[src/rtl/ysyx_25040111_mem_arbiter_if.sv]
`default_nettype none
// ============================================================================
// Module   : ysyx_25040111_mem_arbiter_if
// Brief    : IFU / LSU request ports and downstream memory port bundle.
// Revision : 1.0 - initial release
// ============================================================================
interface ysyx_25040111_mem_arbiter_if;
    logic        if_req;
    logic [31:0] if_addr;
    logic        if_ack;
    logic [31:0] if_rdata;
    logic        if_err;

    logic        ls_req;
    logic        ls_wen;
    logic [31:0] ls_addr;
    logic [31:0] ls_wdata;
    logic [3:0]  ls_wmask;
    logic        ls_ack;
    logic [31:0] ls_rdata;
    logic        ls_err;

    logic        m_req;
    logic        m_wen;
    logic [31:0] m_addr;
    logic [31:0] m_wdata;
    logic [3:0]  m_wmask;
    logic        m_gnt;
    logic        m_rvalid;
    logic [31:0] m_rdata;
    logic        m_err;

    logic        busy;
    logic        owner;

    // Arbiter side: masters the downstream port, answers both requesters.
    modport master (
        input  if_req, if_addr,
        output if_ack, if_rdata, if_err,
        input  ls_req, ls_wen, ls_addr, ls_wdata, ls_wmask,
        output ls_ack, ls_rdata, ls_err,
        output m_req, m_wen, m_addr, m_wdata, m_wmask,
        input  m_gnt, m_rvalid, m_rdata, m_err,
        output busy, owner
    );

    // Environment side: requesters plus the memory slave.
    modport slave (
        output if_req, if_addr,
        input  if_ack, if_rdata, if_err,
        output ls_req, ls_wen, ls_addr, ls_wdata, ls_wmask,
        input  ls_ack, ls_rdata, ls_err,
        input  m_req, m_wen, m_addr, m_wdata, m_wmask,
        output m_gnt, m_rvalid, m_rdata, m_err,
        input  busy, owner
    );
endinterface
`default_nettype wire

[src/rtl/ysyx_25040111_mem_arbiter.sv]
`default_nettype none
// ============================================================================
// Module   : ysyx_25040111_mem_arbiter
// Brief    : Shares one memory port between IFU and LSU, one transaction at
//            a time, with a response timeout.
// Revision : 1.0 - initial release
// ============================================================================
module ysyx_25040111_mem_arbiter #(
    parameter int ARB_MODE = 0,
    parameter int TIMEOUT  = 255,
    parameter int CNT_W    = 8
) (
    input  logic                          clk,
    input  logic                          reset,
    ysyx_25040111_mem_arbiter_if.master   bus
);

    localparam logic [1:0] c_idle = 2'd0;
    localparam logic [1:0] c_addr = 2'd1;
    localparam logic [1:0] c_data = 2'd2;
    localparam logic [1:0] c_resp = 2'd3;

    localparam logic [CNT_W-1:0] c_timeout  = CNT_W'(TIMEOUT);
    localparam logic             c_lsu_prio = (ARB_MODE == 1);
    localparam logic             c_to_en    = (TIMEOUT != 0);

    logic [1:0]       r_state, w_state_nxt;
    logic             r_last_owner, w_last_owner_nxt;
    logic [CNT_W-1:0] r_cnt, w_cnt_nxt;

    logic             r_m_req, w_m_req_nxt;
    logic             r_m_wen, w_m_wen_nxt;
    logic [31:0]      r_m_addr, w_m_addr_nxt;
    logic [31:0]      r_m_wdata, w_m_wdata_nxt;
    logic [3:0]       r_m_wmask, w_m_wmask_nxt;
    logic             r_if_ack, w_if_ack_nxt;
    logic [31:0]      r_if_rdata, w_if_rdata_nxt;
    logic             r_if_err, w_if_err_nxt;
    logic             r_ls_ack, w_ls_ack_nxt;
    logic [31:0]      r_ls_rdata, w_ls_rdata_nxt;
    logic             r_ls_err, w_ls_err_nxt;
    logic             r_busy, w_busy_nxt;
    logic             r_owner, w_owner_nxt;

    logic             w_any_req;
    logic             w_grant_ls;
    logic             w_expire;
    logic             w_rsp_ok;
    logic             w_rsp_to;

    assign w_any_req  = bus.if_req | bus.ls_req;
    // LSU wins when alone, under fixed priority, or when IFU had the last grant.
    assign w_grant_ls = bus.ls_req & (~bus.if_req | c_lsu_prio | ~r_last_owner);
    assign w_expire   = c_to_en && ((r_cnt + CNT_W'(1)) == c_timeout);

    // State register plus the registered outputs.
    always_ff @(posedge clk or posedge reset) begin
        if (reset) begin
            r_state      <= c_idle;
            r_last_owner <= 1'b1;
            r_cnt        <= '0;
            r_m_req      <= 1'b0;
            r_m_wen      <= 1'b0;
            r_m_addr     <= '0;
            r_m_wdata    <= '0;
            r_m_wmask    <= '0;
            r_if_ack     <= 1'b0;
            r_if_rdata   <= '0;
            r_if_err     <= 1'b0;
            r_ls_ack     <= 1'b0;
            r_ls_rdata   <= '0;
            r_ls_err     <= 1'b0;
            r_busy       <= 1'b0;
            r_owner      <= 1'b0;
        end else begin
            r_state      <= w_state_nxt;
            r_last_owner <= w_last_owner_nxt;
            r_cnt        <= w_cnt_nxt;
            r_m_req      <= w_m_req_nxt;
            r_m_wen      <= w_m_wen_nxt;
            r_m_addr     <= w_m_addr_nxt;
            r_m_wdata    <= w_m_wdata_nxt;
            r_m_wmask    <= w_m_wmask_nxt;
            r_if_ack     <= w_if_ack_nxt;
            r_if_rdata   <= w_if_rdata_nxt;
            r_if_err     <= w_if_err_nxt;
            r_ls_ack     <= w_ls_ack_nxt;
            r_ls_rdata   <= w_ls_rdata_nxt;
            r_ls_err     <= w_ls_err_nxt;
            r_busy       <= w_busy_nxt;
            r_owner      <= w_owner_nxt;
        end
    end

    // Next state; a real response beats a timeout landing in the same cycle.
    always_comb begin
        w_state_nxt = r_state;
        w_rsp_ok    = 1'b0;
        w_rsp_to    = 1'b0;
        case (r_state)
            c_idle: begin
                if (w_any_req) w_state_nxt = c_addr;
            end
            c_addr: begin
                w_rsp_ok = bus.m_gnt & bus.m_rvalid;
                w_rsp_to = ~(bus.m_gnt & bus.m_rvalid) & w_expire;
                if ((bus.m_gnt & bus.m_rvalid) | w_expire) w_state_nxt = c_resp;
                else if (bus.m_gnt)                      w_state_nxt = c_data;
            end
            c_data: begin
                w_rsp_ok = bus.m_rvalid;
                w_rsp_to = ~bus.m_rvalid & w_expire;
                if (bus.m_rvalid | w_expire) w_state_nxt = c_resp;
            end
            default: w_state_nxt = c_idle;
        endcase
    end

    // Output / datapath next values.
    always_comb begin
        w_last_owner_nxt = r_last_owner;
        w_cnt_nxt        = r_cnt;
        w_m_req_nxt      = r_m_req;
        w_m_wen_nxt      = r_m_wen;
        w_m_addr_nxt     = r_m_addr;
        w_m_wdata_nxt    = r_m_wdata;
        w_m_wmask_nxt    = r_m_wmask;
        w_if_ack_nxt     = 1'b0;
        w_if_rdata_nxt   = r_if_rdata;
        w_if_err_nxt     = r_if_err;
        w_ls_ack_nxt     = 1'b0;
        w_ls_rdata_nxt   = r_ls_rdata;
        w_ls_err_nxt     = r_ls_err;
        w_owner_nxt      = r_owner;
        w_busy_nxt       = (w_state_nxt != c_idle);

        case (r_state)
            c_idle: begin
                if (w_any_req) begin
                    w_m_req_nxt      = 1'b1;
                    w_cnt_nxt        = '0;
                    w_owner_nxt      = w_grant_ls;
                    w_last_owner_nxt = w_grant_ls;
                    if (w_grant_ls) begin
                        w_m_wen_nxt   = bus.ls_wen;
                        w_m_addr_nxt  = bus.ls_addr;
                        w_m_wdata_nxt = bus.ls_wdata;
                        w_m_wmask_nxt = bus.ls_wen ? bus.ls_wmask : 4'h0;
                    end else begin
                        w_m_wen_nxt   = 1'b0;
                        w_m_addr_nxt  = bus.if_addr;
                        w_m_wdata_nxt = '0;
                        w_m_wmask_nxt = 4'h0;
                    end
                end
            end
            c_addr, c_data: begin
                w_cnt_nxt = r_cnt + CNT_W'(1);
                if ((r_state == c_addr) && bus.m_gnt) w_m_req_nxt = 1'b0;
                if (w_rsp_ok | w_rsp_to) begin
                    w_m_req_nxt = 1'b0;
                    if (r_owner) begin
                        w_ls_ack_nxt   = 1'b1;
                        w_ls_rdata_nxt = w_rsp_to ? 32'h0 : bus.m_rdata;
                        w_ls_err_nxt   = w_rsp_to | bus.m_err;
                    end else begin
                        w_if_ack_nxt   = 1'b1;
                        w_if_rdata_nxt = w_rsp_to ? 32'h0 : bus.m_rdata;
                        w_if_err_nxt   = w_rsp_to | bus.m_err;
                    end
                end
            end
            default: ;
        endcase
    end

    assign bus.m_req    = r_m_req;
    assign bus.m_wen    = r_m_wen;
    assign bus.m_addr   = r_m_addr;
    assign bus.m_wdata  = r_m_wdata;
    assign bus.m_wmask  = r_m_wmask;
    assign bus.if_ack   = r_if_ack;
    assign bus.if_rdata = r_if_rdata;
    assign bus.if_err   = r_if_err;
    assign bus.ls_ack   = r_ls_ack;
    assign bus.ls_rdata = r_ls_rdata;
    assign bus.ls_err   = r_ls_err;
    assign bus.busy     = r_busy;
    assign bus.owner    = r_owner;

endmodule
`default_nettype wire
[src/flat_wrapper.sv]
// flat-port wrapper written by rule: the top's interface ports become plain ports
module ysyx_25040111_mem_arbiter_flat 
#(
    parameter int ARB_MODE = 0,
    parameter int TIMEOUT  = 255,
    parameter int CNT_W    = 8
)
  (clk, reset, bus_if_req, bus_if_addr, bus_if_ack, bus_if_rdata, bus_if_err, bus_ls_req, bus_ls_wen, bus_ls_addr, bus_ls_wdata, bus_ls_wmask, bus_ls_ack, bus_ls_rdata, bus_ls_err, bus_m_req, bus_m_wen, bus_m_addr, bus_m_wdata, bus_m_wmask, bus_m_gnt, bus_m_rvalid, bus_m_rdata, bus_m_err, bus_busy, bus_owner);
  ysyx_25040111_mem_arbiter_if bus_i ();
  input  logic clk;
  input  logic reset;
  input wire logic [$bits(bus_i.if_req)-1:0] bus_if_req;
  input wire logic [$bits(bus_i.if_addr)-1:0] bus_if_addr;
  output wire logic [$bits(bus_i.if_ack)-1:0] bus_if_ack;
  output wire logic [$bits(bus_i.if_rdata)-1:0] bus_if_rdata;
  output wire logic [$bits(bus_i.if_err)-1:0] bus_if_err;
  input wire logic [$bits(bus_i.ls_req)-1:0] bus_ls_req;
  input wire logic [$bits(bus_i.ls_wen)-1:0] bus_ls_wen;
  input wire logic [$bits(bus_i.ls_addr)-1:0] bus_ls_addr;
  input wire logic [$bits(bus_i.ls_wdata)-1:0] bus_ls_wdata;
  input wire logic [$bits(bus_i.ls_wmask)-1:0] bus_ls_wmask;
  output wire logic [$bits(bus_i.ls_ack)-1:0] bus_ls_ack;
  output wire logic [$bits(bus_i.ls_rdata)-1:0] bus_ls_rdata;
  output wire logic [$bits(bus_i.ls_err)-1:0] bus_ls_err;
  output wire logic [$bits(bus_i.m_req)-1:0] bus_m_req;
  output wire logic [$bits(bus_i.m_wen)-1:0] bus_m_wen;
  output wire logic [$bits(bus_i.m_addr)-1:0] bus_m_addr;
  output wire logic [$bits(bus_i.m_wdata)-1:0] bus_m_wdata;
  output wire logic [$bits(bus_i.m_wmask)-1:0] bus_m_wmask;
  input wire logic [$bits(bus_i.m_gnt)-1:0] bus_m_gnt;
  input wire logic [$bits(bus_i.m_rvalid)-1:0] bus_m_rvalid;
  input wire logic [$bits(bus_i.m_rdata)-1:0] bus_m_rdata;
  input wire logic [$bits(bus_i.m_err)-1:0] bus_m_err;
  output wire logic [$bits(bus_i.busy)-1:0] bus_busy;
  output wire logic [$bits(bus_i.owner)-1:0] bus_owner;
  assign bus_i.if_req = bus_if_req;
  assign bus_i.if_addr = bus_if_addr;
  assign bus_if_ack = bus_i.if_ack;
  assign bus_if_rdata = bus_i.if_rdata;
  assign bus_if_err = bus_i.if_err;
  assign bus_i.ls_req = bus_ls_req;
  assign bus_i.ls_wen = bus_ls_wen;
  assign bus_i.ls_addr = bus_ls_addr;
  assign bus_i.ls_wdata = bus_ls_wdata;
  assign bus_i.ls_wmask = bus_ls_wmask;
  assign bus_ls_ack = bus_i.ls_ack;
  assign bus_ls_rdata = bus_i.ls_rdata;
  assign bus_ls_err = bus_i.ls_err;
  assign bus_m_req = bus_i.m_req;
  assign bus_m_wen = bus_i.m_wen;
  assign bus_m_addr = bus_i.m_addr;
  assign bus_m_wdata = bus_i.m_wdata;
  assign bus_m_wmask = bus_i.m_wmask;
  assign bus_i.m_gnt = bus_m_gnt;
  assign bus_i.m_rvalid = bus_m_rvalid;
  assign bus_i.m_rdata = bus_m_rdata;
  assign bus_i.m_err = bus_m_err;
  assign bus_busy = bus_i.busy;
  assign bus_owner = bus_i.owner;
  ysyx_25040111_mem_arbiter #(.ARB_MODE(ARB_MODE), .TIMEOUT(TIMEOUT), .CNT_W(CNT_W)) u_core (.clk(clk), .reset(reset), .bus(bus_i));
endmodule
[config.mk]
export PLATFORM = sky130hd
export DESIGN_NAME = ysyx_25040111_mem_arbiter_flat
export DESIGN_NICKNAME = d
export VERILOG_FILES = /design/src/rtl/ysyx_25040111_mem_arbiter_if.sv /design/src/rtl/ysyx_25040111_mem_arbiter.sv /design/src/flat_wrapper.sv
export SDC_FILE = /design/constraint.sdc
export NUM_CORES = 1
export LEC_CHECK = 0
export BUFFER_PORTS_ARGS = -buffer_cell sky130_fd_sc_hd__buf_2
export CORE_UTILIZATION = 50
export CTS_CLUSTER_SIZE = 24
export DETAILED_ROUTE_END_ITERATION = 16
export GPL_TIMING_DRIVEN = 0
export PLACE_DENSITY = 0.91
export SLEW_MARGIN = 20
export SYNTH_ARGS = -nofsm -noshare
export SYNTH_HDL_FRONTEND = slang
export SYNTH_SLANG_ARGS = --single-unit
[constraint.sdc]
create_clock -name clk -period 9.75 [get_ports clk]
set_input_delay 0.975 -clock clk [delete_from_list [all_inputs] [get_ports clk]]
set_output_delay 0.975 -clock clk [all_outputs]
set_load 0.005 [all_outputs]
==> reports/qor.yml <==
worst_setup_path:
  timing.critical_path.buf_inv: 3
  crit_path_max_fanout: 10
  critical_path.most_common_cell: "sky130_fd_sc_hd__clkbuf_1"
  critical_path.startpoint_type: "flip-flop"
  stage_delay_of_the_slowest_cell_on_the_critical_path_ps: 520
  critical-path-slowest-cell: "sky130_fd_sc_hd__clkbuf_1"
  end_kind: "flip-flop"
  cp.required_ps: 10000
  path_delay_family: "buffers and inverters"
  timing.setup.critical_path_class: "reg2reg"
  timing.critical_path.arrival_ps: 2720
  crit_path_cell_trace: "inv_1, ha_1, o21ai_1, clkbuf_1, clkbuf_1, o21ai_0"
sta:
  max_slew_margin_pct: 60.19
  finalCritPeriodShare_pct: 25.32
  fin_tns_setup_ps: 0
  final-setup-viol-count: 0
  fmax_mhz: 405.1
  layout_min_cycle_time_ps: 2468
  max_slew.worst_pin.slew_ps: 597.1
  final-max-slew-violation-count: 0
  rsz0062_at_grt: "false"
  finClkSkew_ps: 4.754
  finalHoldViolCount: 0
logic_synthesis:
  library_cell_with_the_largest_summed_area_after_synthesis: "sky130_fd_sc_hd__dfrtp_1"
  yosysMostFrequentCell: "sky130_fd_sc_hd__dfrtp_1"
  synth-seq-area-share_pct: 62.07
  synthArstFlopShare_pct: 100.0
  mappedNetlistNets: 625
  dominant_register_cell_in_the_synthesized_netlist: "sky130_fd_sc_hd__dfrtp_1"
  synth_area_leaders: "sky130_fd_sc_hd__dfrtp_1 (62%), sky130_fd_sc_hd__a22o_1 (14%), sky130_fd_sc_hd__mux2i_1 (5.3%), sky130_fd_sc_hd__o21ai_0 (3.0%), sky130_fd_sc_hd__nand2_1 (3.0%)"
  ys_seq_elements: 151
  synthCells: 478
  netlist_area_sq_um: 6090
  yosysTopAreaCellShare_pct: 61.64
  ys_types: 40
  synth_enable_flop_cells: 0
  synth.avg_cell_area_sq_um: 12.74
  ys_warn_count: 0
  ys_top_cells_by_count: "sky130_fd_sc_hd__dfrtp_1 (150), sky130_fd_sc_hd__a22o_1 (98), sky130_fd_sc_hd__nand2_1 (48), sky130_fd_sc_hd__o21ai_0 (37), sky130_fd_sc_hd__mux2i_1 (32)"
finish:
  layout-drive-gt1-share_pct: 42.15
  postLayoutCoreUtil_pct: 71.03
  postLayoutCellArea_sq_um: 8284
  layout-area-overhead-vs-synth_pct: 36.04
  fillers: 828
  finalNetCount: 924
  insertedDiodeCount: 0
routing:
  drt_wl_total_mm: 17.14
  final_antenna_net_count: 0
  dr.first_iter.drc_count: 317
  detail_route.first_pass.iterations: 4
  drc: 0
  route.vias.total: 5214
  route.detailed.vias_per_inst: 5.588
  routed_wire_length_per_instance_um: 18.37
clock_tree:
  cts_repair_resize_count: 0
  cts_inserted_buffers: 17
  postCtsSetupRepairBufs: 0
  cts-htree-levels: 4
  clk_pin_slew_worst_paths_ps: 60
  clock_sink_count: 151
  hold_buffers: 0
  clock_insertion_delay_worst_skew_ps: 420
  cts-root-to-sink-buffers: 2
  cts-root-buf: "sky130_fd_sc_hd__clkbuf_16"
  tritoncts_clock_tree: "yes"
power_and_ir_drop:
  vdd.ir_drop.worst_mv: 0.2232
  power.density_nw_per_um2: 324.9
  p_leak_nw: 4.519
  p_total_mw: 2.692
global_routing:
  use_met3_pct: 6.533
  grt_first_pass_wirelength_mm: 26.84
  total_routing_usage_reported_by_global_routing_pct: 27.77
  grt.met1_usage_pct: 32.55
  gr-usage-met2_pct: 48.65
  global_route.overflow_total: 0
  antenna_found_initial: 0
  grt_max_degree: 82
  grt_pass1_vias: 5427
  top_usage_layer: "met2"
placement:
  place.detailed.hpwl_mm: 12.30
  buffer_ports.inserted: 279
  placedInstanceArea_sq_um: 7700
  gp_congestion: 0.8759
die:
  die-height_um: 112.4
  die_x_um: 112.4
  fp.dieArea_sq_um: 12620
  floorplan.initialDensity_pct: 52.22
  io-pin-count: 280
  rows: 39
  core_sq_um: 11660
min_path:
  worst_hold_path_type: "reg2reg"
outcome:
  outcome: "finished clean"
flow_run:
  max_cap_viol_count: 0
-- where the power goes --
part	internal (mW)	switching (mW)	leakage, nW
Clock	0.390	0.253	0.279
Sequential	0.913	0.175	1.94
Combinational	0.470	0.490	2.30
-- worst register-to-register path, cell delays in order (launching register included) --
cell	delay, ps
sky130_fd_sc_hd__dfrtp_1	460
sky130_fd_sc_hd__inv_1	110
sky130_fd_sc_hd__ha_1	270
sky130_fd_sc_hd__o21ai_1	260
sky130_fd_sc_hd__clkbuf_1	450
sky130_fd_sc_hd__clkbuf_1	520
sky130_fd_sc_hd__o21ai_0	230
-- cell type report --
cell class | instances | area (sq um) | area share (%)
well taps | 143 | 178.9 | 2.160
clock buffers | 21 | 460.4 | 5.558
multi-input cells | 283 | 2088 | 25.21
inverters | 11 | 48.80 | 0.5890
flip-flops and latches | 151 | 3780 | 45.63
plain buffers | 33 | 180.2 | 2.175
repair buffers | 280 | 1424 | 17.19
clock inverters | 11 | 123.9 | 1.495
-- registers in the layout, summed over array words and instances, names as in the netlist, 2 cells and up --
register / flops
u_core.bus.if_rdata: 32
u_core.bus.ls_rdata: 32
u_core.bus.m_addr: 32
u_core.bus.m_wdata: 32
u_core.bus.m_wmask: 4
u_core.r_cnt: 8
u_core.r_state: 2
-- logic make-up after synthesis --
kind of cell / after synthesis / synth area share (%)
adders and majority gates: 7 / 1.438
AOI/OAI and AO/OA: 166 / 21.86
xor gates and xnor gates: 2 / 0.2877
DFF: 151 / 62.07
buffers and inverters: 44 / 3.637
and+or+nand+nor: 76 / 5.445
muxes: 32 / 5.260
-- through the flow --
step	hold slack (ps)	std cells	worst slack, ps
after CTS	481.1	933	7293
after detailed placement	468.5	901	6968
final	477.6	933	7282
after global routing	508.4	933	7029
after global placement	459.3	900	3518
after floorplan	470.8	478	4712
-- cell usage in the layout (no fill, tap or decap), types with 3 or more instances in the layout --
master / synthesis / final
sky130_fd_sc_hd__nor3_1: 3 / 3
sky130_fd_sc_hd__a22o_1: 98 / 98
sky130_fd_sc_hd__o31ai_1: 3 / 3
sky130_fd_sc_hd__clkinv_2: 0 / 3
sky130_fd_sc_hd__a21o_1: 5 / 5
sky130_fd_sc_hd__buf_2: 9 / 288
sky130_fd_sc_hd__a21oi_1: 5 / 5
sky130_fd_sc_hd__nor2_1: 9 / 9
sky130_fd_sc_hd__clkinvlp_4: 0 / 3
sky130_fd_sc_hd__clkbuf_1: 16 / 18
sky130_fd_sc_hd__a32o_1: 4 / 4
sky130_fd_sc_hd__o21ai_0: 37 / 37
sky130_fd_sc_hd__mux2i_1: 32 / 32
sky130_fd_sc_hd__ha_1: 7 / 7
sky130_fd_sc_hd__nand2_1: 48 / 48
sky130_fd_sc_hd__inv_1: 11 / 10
sky130_fd_sc_hd__dfrtp_1: 150 / 150
sky130_fd_sc_hd__nand3_1: 4 / 4
sky130_fd_sc_hd__clkbuf_16: 0 / 17
sky130_fd_sc_hd__buf_6: 6 / 6
-- routing by layer --
metal	wire length, um	vias up
met5	0	-
met4	359	0
met3	1089	29
li1	-	2359
met1	6920	2572
met2	8767	254
-- final timing paths --
check | startpoint | to | slack, ps | cells past startpoint
worst max-delay path | u_core.r_state[1] | u_core.bus.m_addr[29] | 7280 | 6
worst max register to register | u_core.r_state[1] | u_core.bus.m_addr[29] | 7280 | 6
worst min register to register | u_core.bus.m_addr[16] | u_core.bus.m_addr[16] | 480 | 2
min in group asynchronous | reset | u_core.bus.m_addr[19] | 580 | 2
worst min-delay path | u_core.bus.m_addr[16] | u_core.bus.m_addr[16] | 480 | 2
max in group asynchronous | reset | u_core.bus.m_wmask[2] | 8410 | 3
(Power assumes the default switching activity.)
